===== src/rtl/ifetch_align_pkg.sv =====
// Shared types and constants for the instruction-fetch aligner.
package ifetch_align_pkg;

  typedef enum logic [1:0] {
    FETCH    = 2'd0,
    MISSWAIT = 2'd1,
    DISCARD  = 2'd2,
    REHINT   = 2'd3
  } fstate_t;

  localparam logic [2:0]  OFF7       = 3'b111;
  localparam logic [31:0] INST_NOP_C = 32'h0000_0001;

  typedef struct packed {
    logic [31:0] pc;
    logic [31:0] inst;
    logic        is_c;
  } fq_entry_t;

  function automatic logic is_rvc(input logic [1:0] lo);
    return lo != 2'b11;
  endfunction

endpackage


===== src/rtl/ifetch_align_queue.sv =====
// Two-entry instruction buffer between fetch and decode, flushable.
module ifetch_queue
  import ifetch_align_pkg::*;
(
  input  logic       clk,
  input  logic       proc_reset,
  input  logic       flush,
  input  logic       push,
  input  fq_entry_t  push_data,
  input  logic       pop_ready,
  output logic       head_valid,
  output fq_entry_t  head,
  output logic [1:0] count
);

  fq_entry_t mem [2];
  logic      rd_ptr;
  logic      wr_ptr;
  logic      pop;

  assign head_valid = count != 2'd0;
  assign head       = mem[rd_ptr];
  assign pop        = head_valid && pop_ready;

  always_ff @(posedge clk) begin
    if (proc_reset) begin
      mem[0] <= '0;
      mem[1] <= '0;
      rd_ptr <= 1'b0;
      wr_ptr <= 1'b0;
      count  <= 2'd0;
    end else if (flush) begin
      rd_ptr <= 1'b0;
      wr_ptr <= 1'b0;
      count  <= 2'd0;
    end else begin
      if (push) begin
        mem[wr_ptr] <= push_data;
        wr_ptr      <= ~wr_ptr;
      end
      if (pop) rd_ptr <= ~rd_ptr;
      count <= count + 2'(push) - 2'(pop);
    end
  end

endmodule


===== src/rtl/ifetch_align.sv =====
// Fetch front end: owns the PC, sizes RVC/32-bit instructions,
// drives the cache length hint and handles redirects across misses.
module ifetch_align
  import ifetch_align_pkg::*;
#(
  parameter logic [31:0] RESET_PC = 32'h0000_0000,
  parameter int          QDEPTH   = 2
) (
  input  logic        clk,
  input  logic        proc_reset,
  output logic        icache_read,
  output logic [31:0] icache_addr,
  output logic        icache_next_inst_32,
  input  logic [31:0] icache_rdata,
  input  logic        icache_stall,
  input  logic        redirect_valid,
  input  logic [31:0] redirect_pc,
  output logic        inst_valid,
  input  logic        inst_ready,
  output logic [31:0] inst,
  output logic [31:0] inst_pc,
  output logic        inst_is_c
);

  fstate_t     state, n_state;
  logic [31:0] pc, n_pc;
  logic [31:0] tgt, n_tgt;
  logic        hint, n_hint;
  logic        known, n_known;
  logic        dhint, n_dhint;
  logic        hint_o;
  logic        rd;
  logic        resp;
  logic        take;
  logic        flush;
  logic        is32;
  logic        off7;
  logic        upper;
  logic [31:0] step;
  logic        q_valid;
  logic [1:0]  q_count;
  fq_entry_t   q_head;
  fq_entry_t   q_in;
  logic        unused_ok;

  assign unused_ok = redirect_pc[0];

  assign is32  = !is_rvc(icache_rdata[1:0]);
  assign off7  = (pc[3:1] == OFF7) && !known;
  assign upper = (pc[3:1] != OFF7) || hint_o;
  assign step  = is32 ? 32'd4 : 32'd2;
  assign resp  = icache_read && !icache_stall;

  // DISCARD replays the hint that went out with the abandoned miss
  always_comb begin
    hint_o = 1'b0;
    unique case (1'b1)
      state == DISCARD: hint_o = dhint;
      state == REHINT:  hint_o = 1'b1;
      default:          hint_o = hint && known;
    endcase
  end

  always_comb begin
    rd = 1'b1;
    if (state == FETCH)
      rd = (int'(q_count) < QDEPTH) || inst_ready;
  end

  assign icache_read         = rd && !proc_reset;
  assign icache_addr         = pc;
  assign icache_next_inst_32 = hint_o && !proc_reset;

  assign q_in = '{
    pc:   pc,
    inst: is32 ? icache_rdata : {16'd0, icache_rdata[15:0]},
    is_c: !is32
  };

  always_comb begin
    n_state = state;
    n_pc    = pc;
    n_tgt   = tgt;
    n_hint  = hint;
    n_known = known;
    n_dhint = dhint;
    take    = 1'b0;
    flush   = 1'b0;
    if (redirect_valid) begin
      flush = 1'b1;
      n_tgt = {redirect_pc[31:1], 1'b0};
      if (icache_read && icache_stall) begin
        n_state = DISCARD;
        if (state != DISCARD) n_dhint = hint_o;
      end else begin
        n_state = FETCH;
        n_pc    = {redirect_pc[31:1], 1'b0};
        n_known = 1'b0;
      end
    end else begin
      unique case (state)
        FETCH, MISSWAIT: begin
          n_state = FETCH;
          if (icache_read && icache_stall)
            n_state = MISSWAIT;
          else if (resp && off7 && is32)
            n_state = REHINT;
          else
            take = resp;
        end
        REHINT: begin
          if (resp) begin
            n_state = FETCH;
            take    = 1'b1;
          end
        end
        DISCARD: begin
          if (!icache_stall) begin
            n_state = FETCH;
            n_pc    = tgt;
            n_known = 1'b0;
          end
        end
      endcase
      if (take) begin
        n_pc = pc + step;
        if (is32 || !upper) begin
          n_known = 1'b0;
        end else begin
          n_hint  = icache_rdata[17:16] == 2'b11;
          n_known = 1'b1;
        end
      end
    end
  end

  always_ff @(posedge clk) begin
    if (proc_reset) begin
      state <= FETCH;
      pc    <= {RESET_PC[31:1], 1'b0};
      tgt   <= {RESET_PC[31:1], 1'b0};
      hint  <= 1'b0;
      known <= 1'b1;
      dhint <= 1'b0;
    end else begin
      state <= n_state;
      pc    <= n_pc;
      tgt   <= n_tgt;
      hint  <= n_hint;
      known <= n_known;
      dhint <= n_dhint;
    end
  end

  ifetch_queue u_queue (
    .clk        (clk),
    .proc_reset (proc_reset),
    .flush      (flush),
    .push       (take),
    .push_data  (q_in),
    .pop_ready  (inst_ready),
    .head_valid (q_valid),
    .head       (q_head),
    .count      (q_count)
  );

  assign inst_valid = q_valid;
  assign inst       = q_head.inst;
  assign inst_pc    = q_head.pc;
  assign inst_is_c  = q_head.is_c;

endmodule


===== config.mk =====
export PLATFORM = sky130hd
export DESIGN_NAME = ifetch_align
export DESIGN_NICKNAME = d
export VERILOG_FILES = /design/src/rtl/ifetch_align_pkg.sv /design/src/rtl/ifetch_align_queue.sv /design/src/rtl/ifetch_align.sv
export SDC_FILE = /design/constraint.sdc
export NUM_CORES = 1
export LEC_CHECK = 0
export ABC_AREA = 1
export CAP_MARGIN = 40
export CORE_ASPECT_RATIO = 1.1
export CORE_MARGIN = 5
export CORE_UTILIZATION = 54
export DETAILED_ROUTE_END_ITERATION = 10
export GPL_ROUTABILITY_DRIVEN = 0
export PLACE_DENSITY = 0.81
export SLEW_MARGIN = 20
export SYNTH_ARGS = -nofsm -noshare
export SYNTH_HDL_FRONTEND = slang
export SYNTH_SLANG_ARGS = --single-unit

===== constraint.sdc =====
create_clock -name clk -period 3.95 [get_ports clk]
set_input_delay 0.395 -clock clk [delete_from_list [all_inputs] [get_ports clk]]
set_output_delay 0.395 -clock clk [all_outputs]
set_load 0.02 [all_outputs]

==> results.yml, run 1 <==
yosys:
  synthDistinctLibCells: 36
  synth.ff_latch_count: 200
  synth_top_family_by_area: "simple AND/OR/NAND/NOR gates"
  synth.cell_area_sq_mm: 0.00992
  synthSimpleGateAreaFrac_pct: 25.1
  muxShareOfSynthArea_pct: 7.27
  synth_adder_area_share_pct: 0.706
  number_of_flops_mapped_to_enable_cells_by_yosys: 128
  syn_inst: 1134
  synth_seq_area_share_pct: 53.3
  yosys_warnings: 0
  post_synth.cell_area_avg_sq_um: 8.75
  postSynth.topFlopCell: "sky130_fd_sc_hd__edfxtp_1"
  synth_compound_area_share_pct: 4.31
  ys_async_sr_fraction_pct: 0
  synthXorXnorAreaFrac_pct: 0.353
placement:
  pre_cts_ws_ns: 0.824
  dp.cells: 1474
  dp.final_hpwl_um: 16900
  detailed_place.area_sq_mm: 0.0115
  portBuffers: 165
critical_path:
  cp_capture_type: "output port"
  criticalPathCategory: "flop to output port"
  critical_path.slowest_cell: "sky130_fd_sc_hd__clkdlybuf4s50_1"
  worstPathArrival_ns: 2.28
  worstPathRequired_ns: 3.56
  critical_path.startpoint_type: "flop"
  crit_chain: "buf_12 -> buf_4 -> mux2_2 -> clkdlybuf4s50_1"
  critPathMaxStageDelay_ns: 0.54
  r2r_slack_ns: 1.35
  crit_path_max_fanout: 32
  regToRegStartpoint: "icache_addr[3]"
route:
  drt_pre_antenna_iters: 9
  avgViaCountPerCell: 5.31
  number_of_drc_violations_after_detailed_routing_iteration_0: 838
  drt-total-wl_um: 24600
  wire_per_inst_um: 16.3
  vias: 8009
  drc: 0
  antenna_violating_nets_post_route: 0
clock_tree:
  tritoncts: "done"
  cts-buffers-inserted: 17
  post_cts_buffers: 0
  clk_transition_reported_paths_ns: 0.07
  hold_buffers: 0
  ctsRootBufferMaster: "sky130_fd_sc_hd__clkbuf_16"
  clock_sink_count: 200
  clkLatencyLatePin_ns: 0.45
  ctsLongestPathBuffers: 2
  cts.htree.levels: 4
  cells_resized_by_post_cts_repair: 0
global_route:
  gr-usage-met1_pct: 30.2
  first_global_vias: 7750
  global_route.usage.met2_pct: 38.2
  gr-usage-met3_pct: 4.21
  layer_carrying_the_most_global_route_usage: "met2"
  number_of_antenna_violations_at_the_first_check_in_global_routing: 0
  gr-usage-all-layers_pct: 23.1
  grt.overflow.total: 0
  grt_max_degree: 66
  global_route_wire_length_before_repair_um: 39400
power_and_ir_drop:
  pleak_nw: 4.87
  comb_power_share_pct: 15.8
  power_dissipated_by_switching_net_loads_mw: 1.36
  report.power.total_mw: 4.85
  cell_internal_pwr_mw: 3.49
  sw_frac_of_total_pct: 28.1
  seq_power_share_pct: 49.7
  power_frac_clock_pct: 34.5
  power.density_cell_area_mw_per_mm2: 400
  irDropWorstVdd_v: 0.000311
timing:
  fmax_ghz: 0.374
  setup_repair_after_global_routing_missed_its_margin: "no"
  min_period_over_period_pct: 67.7
  timing.final.setup_violations: 0
  max_slew.worst_pin.slew_ns: 0.714
  setup_ws_ns: 1.28
  finalHoldViolations: 0
  maxSlewViolCount: 0
  final_sum_of_negative_setup_slack_ns: 0
  fin_crit_ns: 2.67
  worst_relative_slew_slack_pct: 52.4
  finalClockSkew_ns: 0.0120
min_path:
  hold_path_startpoint: "tgt[20]"
  hold_path.class: "flop to flop"
layout:
  n_antenna_cell: 0
  layoutNonFillerInstCount: 1508
  layout.cells.most_common_list: "sky130_fd_sc_hd__nand2_1, sky130_fd_sc_hd__nor2_1, sky130_fd_sc_hd__clkdlybuf4s50_1, sky130_fd_sc_hd__edfxtp_1, sky130_fd_sc_hd__inv_1"
  fin_nets: 1326
  layout.cells.most_common: "sky130_fd_sc_hd__nand2_1"
  final_area_sq_mm: 0.0121
  syn_to_final_growth_pct: 22.3
  layout-drive-gt1-share_pct: 12.3
  fillCellCount: 1446
die:
  num_io_pins: 169
  fp.dieArea_sq_mm: 0.0212
  initial_utilization_pct: 54.4
  die_x_um: 139
  placement_rows: 52
  core_area_sq_mm: 0.0182
  die-height_um: 152
outcome:
  outcome: "finished, final reports clean"
flow_run:
  timing.max_cap.violations: 0
==> cell usage after synthesis (2+ instances only) <==
cell type                  instances  area [sq um]
sky130_fd_sc_hd__nor2_1          178           668
sky130_fd_sc_hd__nand3_2           2          20.0
sky130_fd_sc_hd__edfxtp_1        128          3840
sky130_fd_sc_hd__nand2_1         271          1020
sky130_fd_sc_hd__o21ai_0          20           100
sky130_fd_sc_hd__inv_2             4          15.0
sky130_fd_sc_hd__buf_4            34           255
sky130_fd_sc_hd__a21oi_1          54           270
sky130_fd_sc_hd__inv_1            94           353
sky130_fd_sc_hd__nor2_2           20           125
sky130_fd_sc_hd__buf_1             9          33.8
sky130_fd_sc_hd__xor2_1            3          26.3
sky130_fd_sc_hd__or2_2             2          12.5
sky130_fd_sc_hd__ha_1              4          50.1
sky130_fd_sc_hd__clkbuf_1         17          63.8
sky130_fd_sc_hd__mux2_2           64           721
sky130_fd_sc_hd__nor3_1           35           175
sky130_fd_sc_hd__o22ai_1           7          43.8
sky130_fd_sc_hd__buf_6             5          56.3
sky130_fd_sc_hd__nand3_1          75           375
sky130_fd_sc_hd__nand2_4           2          22.5
sky130_fd_sc_hd__nand4_1           2          12.5
sky130_fd_sc_hd__buf_2            20           100
sky130_fd_sc_hd__dfxtp_1          72          1440
==> cell families (layout without fill, tap and decap cells) <==
| logic type | after synthesis | after routing |
|---|---|---|
| buffers and inverters | 185 | 315 |
| DFF | 200 | 200 |
| adders and majority gates | 5 | 5 |
| and+or+nand+nor | 592 | 592 |
| xor gates and xnor gates | 4 | 4 |
| muxes | 64 | 64 |
| AOI/OAI and AO/OA | 83 | 83 |
| other | 1 | 2 |
==> metrics by stage <==
step | utilization, % | hold WS, ns
2_1_floorplan | - | 0.425
3_3_place_gp | 63.3 | 0.435
3_5_place_dp | 63.3 | 0.449
4_1_cts | 66.3 | 0.460
5_1_grt | 66.6 | 0.486
6_report | 66.6 | 0.473
==> flip-flops by register name, summed over array words and instances, names as in the netlist, named ones only <==
name            cells
u_queue.mem       128
state               2
dhint               1
u_queue.rd_ptr      1
u_queue.wr_ptr      1
icache_addr        31
hint                1
tgt                31
u_queue.count       2
known               1
==> worst max-delay path: cells and delay by family (launching register included) <==
kind,cells,cell delay (ns)
buffers and inverters,3,1.05
multiplexers,1,0.38
flip-flops,1,0.40
==> final timing paths <==
path	to	cells after the start
hold reg to reg	tgt[20]	2
setup / recovery	inst[1]	4
setup reg to reg	u_queue.mem[1][11]	10
hold / removal	tgt[20]	2
==> power by group through the flow <==
stage	logic [mW]	registers (mW)	clock network [mW]
after CTS	0.760	2.41	1.69
final	0.766	2.41	1.68
after global routing	0.834	2.42	1.79
after floorplan	0.489	2.43	0
after global placement	0.745	2.45	0
after detailed placement	0.756	2.46	0
==> routing by layer <==
metal	share of wire [%]	vias to the layer above	routed length, um
met4	3.0	0	730
met3	7.0	69	1720
met1	42	3658	10300
met2	48	387	11800
li1	-	3895	-
met5	0	-	0
==> final cells by class <==
cell class,instances,area (sq um),share of cell area [%]
well taps,243,304,2.51
clock buffers,17,425,3.51
clock inverters,15,135,1.11
inverters,100,377,3.10
multi-input cells,750,3760,31.0
repair buffers,183,1840,15.2
flip-flops and latches,200,5290,43.6
(Power assumes the default switching activity.)
==> run 2: changes to the inputs <==
clock period = 2.75 ns   (was 3.95 ns; I/O delays follow)
==> run 2 against run 1 <==
Worst setup slack worse by 0.90 ns; highest routed layer unchanged; global-route usage fell by 0.24 points; clock power rose by 48%; clock-buffer cell count grew 2; critical path depth is 1 lower; utilization increased by 0.32 points; flip-flop and latch count did not move; combinational power grew 45%.
==> results.yml, run 2 (synthesis gave the netlist of run 1 again) <==
outcome:
  outcome: "finished, final reports clean"
timing:
  finalHoldViolations: 0
  final_sum_of_negative_setup_slack_ns: 0
  setup_repair_after_global_routing_missed_its_margin: "no"
  timing.final.setup_violations: 0
  min_period_over_period_pct: 86.4
  maxSlewViolCount: 0
  finalClockSkew_ns: 0.00831
  fin_crit_ns: 2.38
  fmax_ghz: 0.421
global_route:
  gr-usage-all-layers_pct: 22.9
  grt_max_degree: 66
  grt.overflow.total: 0
  number_of_antenna_violations_at_the_first_check_in_global_routing: 0
  first_global_vias: 7801
  global_route_wire_length_before_repair_um: 39100
power_and_ir_drop:
  power_dissipated_by_switching_net_loads_mw: 1.88
  sw_frac_of_total_pct: 26.7
  seq_power_share_pct: 49.1
  cell_internal_pwr_mw: 5.17
  irDropWorstVdd_v: 0.000479
  power_frac_clock_pct: 35.2
  pleak_nw: 4.89
  comb_power_share_pct: 15.8
  power.density_cell_area_mw_per_mm2: 579
route:
  drt-total-wl_um: 24600
  number_of_drc_violations_after_detailed_routing_iteration_0: 618
  drt_pre_antenna_iters: 6
  vias: 7999
  avgViaCountPerCell: 5.29
  drc: 0
  wire_per_inst_um: 16.3
  antenna_violating_nets_post_route: 0
flow_run:
  timing.max_cap.violations: 0
placement:
  dp.final_hpwl_um: 16700
  portBuffers: 165
  detailed_place.area_sq_mm: 0.0116
  dp.cells: 1479
layout:
  layout-drive-gt1-share_pct: 12.3
  final_area_sq_mm: 0.0122
  largest_reg_flops: 128
  layoutNonFillerInstCount: 1511
  n_antenna_cell: 0
  fin_nets: 1329
  layout.cells.most_common: "sky130_fd_sc_hd__nand2_1"
  final-seq-area_sq_mm: 0.00529
  largest_register: "u_queue.mem"
  layout.cells.most_common_list: "sky130_fd_sc_hd__nand2_1, sky130_fd_sc_hd__nor2_1, sky130_fd_sc_hd__clkdlybuf4s50_1, sky130_fd_sc_hd__edfxtp_1, sky130_fd_sc_hd__inv_1"
  syn_to_final_growth_pct: 22.9
  total_area_of_multi_input_combinational_cells_sq_mm: 0.00376
  fillCellCount: 1426
critical_path:
  worstPathArrival_ns: 2.10
  endpoint_of_the_worst_slack_reg_to_reg_timing_path: "icache_addr[29]"
  r2r_slack_ns: 0.48
  crit_path_max_fanout: 64
  cp_capture_type: "output port"
  criticalPathCategory: "flop to output port"
  reg2regPathDepth: 10
  regToRegStartpoint: "icache_addr[2]"
  critical_path.startpoint_type: "flop"
  worstPathRequired_ns: 2.48
clock_tree:
  clk_transition_reported_paths_ns: 0.07
  cts-buffers-inserted: 17
  ctsLongestPathBuffers: 2
  clkLatencyLatePin_ns: 0.44
  post_cts_buffers: 0
  cts.htree.levels: 4
  clock_sink_count: 200
  cells_resized_by_post_cts_repair: 0
  ctsRootBufferMaster: "sky130_fd_sc_hd__clkbuf_16"
  tritoncts: "done"
  hold_buffers: 0
die:
  fp.dieArea_sq_mm: 0.0212
  core_area_sq_mm: 0.0182
  die_x_um: 139
  num_io_pins: 169
  placement_rows: 52
  die-height_um: 152
  initial_utilization_pct: 54.4
min_path:
  whs_path_depth: 3
  hold_path_startpoint: "redirect_pc[22]"
  worst_hold_path.endpoint: "tgt[22]"
  hold_path.class: "input port to flop"
-- run 2: cell count changes in the layout (fill, tap and decap cells not counted), moves of 2 or more --
cell / change
sky130_fd_sc_hd__inv_8: -5
sky130_fd_sc_hd__buf_12: +3
sky130_fd_sc_hd__bufinv_16: +2
sky130_fd_sc_hd__clkbuf_1: +2
-- run 2: metrics by stage --
stage	worst slack, ns	hold slack (ns)	util [%]	total power [mW]
after global routing	0.332	0.438	66.9	7.33
final	0.374	0.416	66.9	7.06
after global placement	0.184	0.434	63.7	4.61
after CTS	0.367	0.411	66.9	7.07
after detailed placement	0.128	0.453	63.7	4.63
after floorplan	0.134	0.425	-	4.19
-- run 2: layer usage --
metal  vias to the layer above  GRT usage (%)  part of all wire, %
li1                       3907              -                    -
met4                         0           10.4                  3.9
met3                        66           4.11                  7.5
met5                         -              0                    0
met1                      3650           29.3                   41
met2                       376           37.7                   48
-- run 2: worst max-delay path by stage --
stage | startpoint | end | slack [ns]
detailed placement | icache_rdata[0] | icache_addr[7] | 0.13
floorplan | proc_reset | u_queue.mem[0][0] | 0.13
global route | icache_rdata[0] | icache_addr[7] | 0.33
finish | flop | inst_pc[13] | 0.37
CTS | flop | inst_pc[13] | 0.37
global placement | icache_rdata[0] | icache_addr[7] | 0.18
-- run 2: critical path: stages, from the launching register on --
cell,delay (ns)
sky130_fd_sc_hd__dfxtp_2,0.34
sky130_fd_sc_hd__buf_12,0.32
sky130_fd_sc_hd__mux2_2,0.39
sky130_fd_sc_hd__clkdlybuf4s50_1,0.58
-- run 2: area by class of cell --
cell class / instances / share of cell area, %
Inverter: 100 / 3.09
Clock buffer: 19 / 3.55
Clock inverter: 13 / 1.20
Multi-Input combinational cell: 750 / 30.9
Sequential cell: 200 / 43.4
Timing Repair Buffer: 186 / 15.5
Tap cell: 243 / 2.49
-- run 2: power by group through the flow --
| stage | Clock (mW) | Sequential, mW | Combinational [mW] |
|---|---|---|---|
| finish | 2.48 | 3.46 | 1.11 |
| global route | 2.64 | 3.48 | 1.21 |
| CTS | 2.50 | 3.46 | 1.11 |
| detailed placement | 0 | 3.52 | 1.10 |
| global placement | 0 | 3.52 | 1.09 |
| floorplan | 0 | 3.49 | 0.703 |
